### src/rtl/fir_out_decim.sv
// fir_out_decim: warm-up discard, decimation by DECIM and FWFT output FIFO.
// Optional macro FIR_DECIM_AVG_EN selects boxcar-average instead of pick.
module fir_out_decim #(
    parameter int DATA_W     = 8,
    parameter int DECIM      = 4,
    parameter int FIFO_DEPTH = 8,
    parameter int WARMUP     = 7
) (
    input  logic                            clk,
    input  logic                            Rst_n,
    input  logic [DATA_W-1:0]               Yin,
    input  logic                            in_en,
    output logic [DATA_W-1:0]               out_data,
    output logic                            out_valid,
    input  logic                            out_ready,
    output logic [$clog2(FIFO_DEPTH):0]     fifo_count,
    output logic                            overflow
);

    localparam int LOG2 = (DECIM > 1) ? $clog2(DECIM) : 0;
    localparam int PH_W = (DECIM > 1) ? LOG2 : 1;
    localparam int AW   = $clog2(FIFO_DEPTH);
    localparam int CW   = AW + 1;
    localparam int WW   = (WARMUP > 0) ? $clog2(WARMUP + 1) : 1;

    localparam logic [PH_W-1:0] PH_LAST  = PH_W'(DECIM - 1);
    localparam logic [CW-1:0]   FULL_CNT = CW'(FIFO_DEPTH);
    localparam logic [WW-1:0]   WARM_MAX = WW'(WARMUP);

    logic [WW-1:0]     warm_cnt;
    logic [PH_W-1:0]   phase;
    logic              warm_done;
    logic              qual;
    logic              push_req;
    logic [DATA_W-1:0] push_data;

    logic [DATA_W-1:0] mem [FIFO_DEPTH];
    logic [AW-1:0]     wr_ptr;
    logic [AW-1:0]     rd_ptr;
    logic [CW-1:0]     count;
    logic [DATA_W-1:0] last_q;
    logic              full;
    logic              pop;
    logic              push;

    assign warm_done = (warm_cnt == WARM_MAX);
    assign qual      = in_en && warm_done;

    // Count qualified samples until the FIR pipeline has filled.
    always_ff @(posedge clk) begin
        if (!Rst_n) begin
            warm_cnt <= '0;
        end else if (in_en && !warm_done) begin
            warm_cnt <= warm_cnt + 1'b1;
        end
    end

    // Decimation phase, advanced only by post-warm-up qualified samples.
    always_ff @(posedge clk) begin
        if (!Rst_n) begin
            phase <= '0;
        end else if (qual) begin
            phase <= (phase == PH_LAST) ? '0 : phase + 1'b1;
        end
    end

`ifdef FIR_DECIM_AVG_EN
    localparam int ACC_W = DATA_W + LOG2;

    logic [ACC_W-1:0] acc;
    logic [ACC_W-1:0] acc_sum;

    // Running sum including the current sample; phase 0 restarts it.
    always_comb begin
        acc_sum = ACC_W'(Yin);
        if (phase != '0) begin
            acc_sum = acc + ACC_W'(Yin);
        end
    end

    // Accumulator register for the boxcar window.
    always_ff @(posedge clk) begin
        if (!Rst_n) begin
            acc <= '0;
        end else if (qual) begin
            acc <= acc_sum;
        end
    end

    assign push_req  = qual && (phase == PH_LAST);
    assign push_data = DATA_W'(acc_sum >> LOG2);
`else
    assign push_req  = qual && (phase == '0);
    assign push_data = Yin;
`endif

    assign full      = (count == FULL_CNT);
    assign out_valid = (count != '0);
    assign pop       = out_valid && out_ready;
    assign push      = push_req && (!full || pop);

    // Storage array; contents need no reset since count gates visibility.
    always_ff @(posedge clk) begin
        if (push) begin
            mem[wr_ptr] <= push_data;
        end
    end

    // Pointers, occupancy, sticky overflow and held output value.
    always_ff @(posedge clk) begin
        if (!Rst_n) begin
            wr_ptr   <= '0;
            rd_ptr   <= '0;
            count    <= '0;
            overflow <= 1'b0;
            last_q   <= '0;
        end else begin
            if (push) begin
                wr_ptr <= wr_ptr + 1'b1;
            end
            if (pop) begin
                rd_ptr <= rd_ptr + 1'b1;
                last_q <= mem[rd_ptr];
            end
            case ({push, pop})
                2'b10:   count <= count + 1'b1;
                2'b01:   count <= count - 1'b1;
                default: count <= count;
            endcase
            if (push_req && full && !pop) begin
                overflow <= 1'b1;
            end
        end
    end

    assign out_data   = out_valid ? mem[rd_ptr] : last_q;
    assign fifo_count = count;

endmodule

### config.mk
export PLATFORM = sky130hd
export DESIGN_NAME = fir_out_decim
export DESIGN_NICKNAME = d
export VERILOG_FILES = /design/src/rtl/fir_out_decim.sv
export SDC_FILE = /design/constraint.sdc
export NUM_CORES = 1
export LEC_CHECK = 0
export ABC_CLOCK_PERIOD_IN_PS = 2300
export CAP_MARGIN = 20
export CORE_MARGIN = 2
export CORE_UTILIZATION = 35
export CTS_CLUSTER_SIZE = 14
export DETAILED_ROUTE_END_ITERATION = 10
export GPL_ROUTABILITY_DRIVEN = 0
export GPL_TIMING_DRIVEN = 0
export MAX_ROUTING_LAYER = met4
export PLACE_DENSITY_LB_ADDON = 0.05
export SKIP_CTS_REPAIR_TIMING = 1
export SLEW_MARGIN = 40
export SYNTH_ARGS = -nofsm -noshare
export SYNTH_HDL_FRONTEND = slang
export SYNTH_SLANG_ARGS = --single-unit
### constraint.sdc
create_clock -name clk -period 2.3 [get_ports clk]
set_input_delay 0.23 -clock clk [delete_from_list [all_inputs] [get_ports clk]]
set_output_delay 0.23 -clock clk [all_outputs]
set_load 0.01 [all_outputs]
==> run_results.csv <==
group,metric,value,unit
outcome,outcome,"finished clean",
clock_network,clkSlewWorstSetupHoldPaths,0.09,ns
power_and_ir_drop,p_leak,1.73,nW
logic_synthesis,yosysWarnings,0,
final_layout,instances_no_fill,441,
clock_network,cts.sinks,91,
clock_network,cts_tree,"done",
timing,slew_violations,0,
worst_setup_path,crit_required,2.07,ns
route,antenna_left,0,
timing,period_minus_slack,2.21,ns
global_route,track_usage,15.3,%
clock_network,clk_latency,0.36,ns
final_layout,synthToLayoutAreaGrowth,26.4,%
timing,setup_viol,0,
final_layout,final_util,45.8,%
global_route,grt_pass1_wl,12.4,mm
worst_setup_path,end_kind,"output pin",
worst_setup_path,cp-start-kind,"flop",
timing,finalHoldViolCount,0,
die,dieArea,11600,µm²
timing,max_slew_margin,43.6,%
route,wl_per_cell,18.2,µm
global_route,grt_start_max_net_pins,16,
logic_synthesis,synth_fp_nets,271,
route,drt_first_pass_iters,6,
placed_design,place_hpwl,5.21,mm
worst_setup_path,critical_path_arrival,1.98,ns
clock_network,cts_root_buffer,"clkbuf_8",
timing,worst_slew_pin_slew,0.845,ns
global_route,grt-ovfl-total,0,
route,drt_iter0_drc,186,
logic_synthesis,avgSynthCellArea,15.0,µm²
timing,fmax,452,MHz
worst_setup_path,path_class,"flop to output pin",
logic_synthesis,ys_async_sr_fraction,0,%
route,vias,2154,
clock_network,clockBufferDepth,2,
worst_setup_path,cp_max_fo,6,
logic_synthesis,syn_inst,252,
global_route,antenna_found_initial,0,
placed_design,dp.cells,416,
route,drc,0,
route,drt_wl_total,8.02,mm
logic_synthesis,synth-seq-cells,91,
timing,layout_setup_ws,0.0873,ns
placed_design,io_buffers,24,
power_and_ir_drop,power.density,677,nW/µm²
logic_synthesis,synth_enable_flop_cells,64,
die,die_height,108,µm
final_layout,nNetsFinal,319,
logic_synthesis,synth_area,3780,µm²
logic_synthesis,yosysSeqAreaShare,65.2,%
timing,finalCritPeriodShare,96.2,%
final_layout,antenna_cells,0,
die,start_util,36.3,%
logic_synthesis,ys_types,39,
power_and_ir_drop,ir_worst_vdd,0.359,mV
timing,finalClockSkew,0.00673,ns
final_layout,drive_gt1_share,27.5,%
route,vias_per_cell,4.88,
clock_network,numCtsBuffers,9,
min_path,min_path_type,"input pin to flop",
flow_run,maxCapViolCount,0,
die,die_x,108,µm
die,ios,26,
die,core_area,10400,µm²
timing,rsz0062_at_grt,"false",
logic_synthesis,synth_ff_type,"edfxtp_1",
die,num_rows,37,
clock_network,htree_levels,3,
global_route,grt_pass1_vias,2114,
placed_design,dp_slack,-0.208,ns
cell families after synthesis:
kind of cell / synth area share (%)
flip-flops: 65.2
AND/OR/NAND/NOR: 8.22
AO/OA/AOI/OAI: 7.52
multiplexers: 12.5
buffers and inverters: 2.88
adder cells (fa/ha/maj): 2.32
XOR/XNOR: 1.39
synthesized netlist by cell type, types with 2 or more instances:
cell | number | area share [%]
edfxtp_1 | 64 | 51
dfxtp_1 | 27 | 14
a21oi_1 | 20 | 2.7
mux4_2 | 16 | 9.5
nand2_1 | 14 | 1.4
nor2_1 | 14 | 1.4
mux2i_1 | 11 | 2.9
o21ai_0 | 10 | 1.3
ha_1 | 7 | 2.3
nor2b_1 | 7 | 1.2
nor3_1 | 6 | 0.80
and2_1 | 5 | 0.83
a21boi_0 | 4 | 0.80
buf_2 | 4 | 0.53
nand2b_1 | 4 | 0.66
nand3_1 | 4 | 0.53
xnor2_1 | 4 | 0.93
buf_6 | 3 | 0.89
clkbuf_1 | 3 | 0.30
clkbuf_2 | 2 | 0.27
inv_1 | 2 | 0.20
nor3_2 | 2 | 0.53
nor4_1 | 2 | 0.33
xor2_1 | 2 | 0.46
critical path, stage by stage, from the launching register on:
cell and delay [ns]:
dfxtp_2 0.33, buf_6 0.12, buf_12 0.13, mux4_2 0.54
mux2i_4 0.21, a21oi_1 0.11, dlymetal6s2s_1 0.18
sequential cells by signal (all words and copies together), names as in the netlist, named ones only:
signal / cells
mem: 64
overflow: 1
fifo_count: 4
last_q: 8
wr_ptr: 3
rd_ptr: 3
warm_cnt: 3
phase: 2
layer usage:
layer | GRT usage, % | routed length (µm)
met4 | 5.77 | 96
met3 | 3.27 | 221
met2 | 24.1 | 3980
met5 | - | 0
met1 | 19.5 | 3720
final timing paths:
| kind | cells after the start | slack, ns | end | startpoint |
|---|---|---|---|---|
| max | 6 | 0.09 | out_data[5] | flop |
| min | 4 | 0.30 | fifo_count[3]$_SDFFE_PN0P_ | out_ready |
| max reg2reg | 6 | 0.19 | mem[1][2]$_DFFE_PP_ | warm_cnt[0]$_SDFFE_PN0P_ |
| min reg2reg | 2 | 0.49 | phase[1]$_SDFFE_PN0P_ | phase[1]$_SDFFE_PN0P_ |
cell usage in the layout, fill, tap and decap left out, types with 10 or more instances in the layout:
cell and count:
clkbuf_8 10, o21ai_0 10, clkdlybuf4s50_1 15, nand2_1 13, dfxtp_1 26, a21oi_1 17
buf_4 13, mux4_2 16, edfxtp_1 64, nor2_1 10
stage by stage:
| stage | total power, mW | TNS, ns | cell area (µm²) | hold slack, ns |
|---|---|---|---|---|
| 6_report | 3.23 | 0 | 4770 | 0.300 |
| 3_5_place_dp | 1.89 | -7.51 | 4250 | 0.490 |
| 2_1_floorplan | 1.83 | 0 | 3780 | 0.329 |
| 3_3_place_gp | 1.89 | -38.23 | 4190 | 0.488 |
| 4_1_cts | 3.27 | -10.17 | 4520 | 0.286 |
| 5_1_grt | 3.35 | 0 | 4770 | 0.334 |
layout make-up:
type	instances	area [µm²]
Clock inverter	4	95.1
Multi-Input combinational cell	144	1370
Buffer	13	116
Clock buffer	12	166
Inverter	2	7.51
Tap cell	136	170
Timing Repair Buffer	39	390
Sequential cell	91	2460
Fill cell	939	5640
power breakdown:
group          total [mW]  switching (mW)  leakage, nW  internal (mW)
clock network        1.38           0.563        0.132          0.817
registers            1.76         0.00487        0.793           1.75
logic              0.0927          0.0480        0.808         0.0447
Power figures use the tool's default switching activity.
==> edit, RTL diff (same settings) <==
Set the parameter `DECIM` to 8 (it was 4).
--- a/src/rtl/fir_out_decim.sv
+++ b/src/rtl/fir_out_decim.sv
@@ -3,5 +3,5 @@
 module fir_out_decim #(
     parameter int DATA_W     = 8,
-    parameter int DECIM      = 4,
+    parameter int DECIM      = 8,
     parameter int FIFO_DEPTH = 8,
     parameter int WARMUP     = 7
Function: same outputs for any inputs over 10 cycles, from zero or initial values and one cycle with Rst_n low; that may be too few to reach the edited logic, so the function may still have changed.
==> edit against the unedited design <==
The run now ends with negative setup slack left. Area after synthesis grew 0.66%. Combinational power shrank 36%. First-iteration DRC count shrank 51%. Sequential cell count grew 1. Largest power group unchanged. Critical endpoint is now fifo_count[2]. Routed wire length shrank 2.1%. Highest routed layer unchanged. Total power shrank 12%. Setup slack lost 0.19 ns. Clock power shrank 26%. Final area grew 1.0%. Largest cell class unchanged. Core utilization shrank 0.74 points. Maximum frequency shrank 8.0%.
==> edit: results <==
set metrics [dict create \
    p_per_area_mw_per_mm2 591 \
    tns_ns -0.127 \
    dp.final_hpwl_um 5070 \
    fin_ws_ns -0.106 \
    placed_area_mm2 0.00432 \
    reg2regPathDepth 11 \
    synth_common_cells "edfxtp_1, dfxtp_1, a21oi_1" \
    r2r_start "fifo_count[1]" \
    layout.cells.non_filler 449 \
    ys_top_cells_by_area "edfxtp_1, dfxtp_1, mux4_2" \
    leakagePower_uw 0.00165 \
    crit_end "fifo_count[2]" \
    setup_viol 2 \
    netSwitchingPower_uw 638 \
    ir_drop_uv 333 \
    grt_use_total_pct 14.6 \
    drive_gt1_share_pct 29.8 \
    post-place-ws_ns -0.494 \
    syn-instance-count 249 \
    grt_pass1_vias 2045 \
    crit_path_max_fanout 11 \
    dp_cells 417 \
    violations "negative setup slack" \
    routed_wl_um 7860 \
    slowest_delay_ns 0.44 \
    grt_pass1_wl_um 12000 \
    status "finished with violations" \
    n_fill_cell 957 \
    drtIter0Drc 92 \
    grt_max_degree 18 \
    pg_comb_uw 59.5 \
    ys_types 35 \
    nets 326 \
]
edit: changes by cell type in the layout (fill, tap and decap cells not counted), moves of 3 or more:
cell	before	now
dlymetal6s2s_1	9	2
mux4_1	0	6
mux4_2	16	10
buf_4	13	18
clkbuf_2	1	6
ha_4	0	4
bufinv_16	3	0
inv_6	0	3
mux2i_4	3	6
nand2_1	13	10
edit: final cells by class:
cell class / count / share of cell area (%)
plain buffers: 13 / 2.15
clock buffers: 10 / 2.65
clock inverters: 6 / 1.12
inverters: 4 / 0.415
multi-input cells: 140 / 30.3
flip-flops and latches: 92 / 51.5
well taps: 140 / 3.63
repair buffers: 44 / 8.20
edit: cells by family after synthesis:
kind of cell	share of synthesized area, %
AOI/OAI and AO/OA	5.50
xor gates and xnor gates	1.61
adders and majority gates	3.29
buffers and inverters	2.90
DFF	65.3
muxes	13.8
and+or+nand+nor	7.64
edit: worst max-delay path: cells and delay by family, from the launching register on:
family                     cells  cell delay (ns)
DFF                            1             0.33
xor gates and xnor gates       2             0.29
adders and majority gates      2             0.36
and+or+nand+nor                1             0.31
buffers and inverters          3             0.45
AOI/OAI and AO/OA              3             0.60
edit: how the worst min path moves through the flow:
stage | end | startpoint | slack, ns
finish | fifo_count[3] | Rst_n | 0.36
global route | fifo_count[2] | Rst_n | 0.37
CTS | fifo_count[3] | Rst_n | 0.35
detailed placement | overflow | overflow | 0.46
global placement | overflow | overflow | 0.45
floorplan | mem[0][0] | Yin[0] | 0.33
edit: per-layer routing:
metal / track usage [%] / vias up / part of all wire (%)
li1: - / 1054 / -
met1: 19.6 / 1081 / 47
met2: 22.1 / 34 / 49
met3: 4.22 / 4 / 3.0
met4: 3.57 / 0 / 0.67
met5: - / - / 0
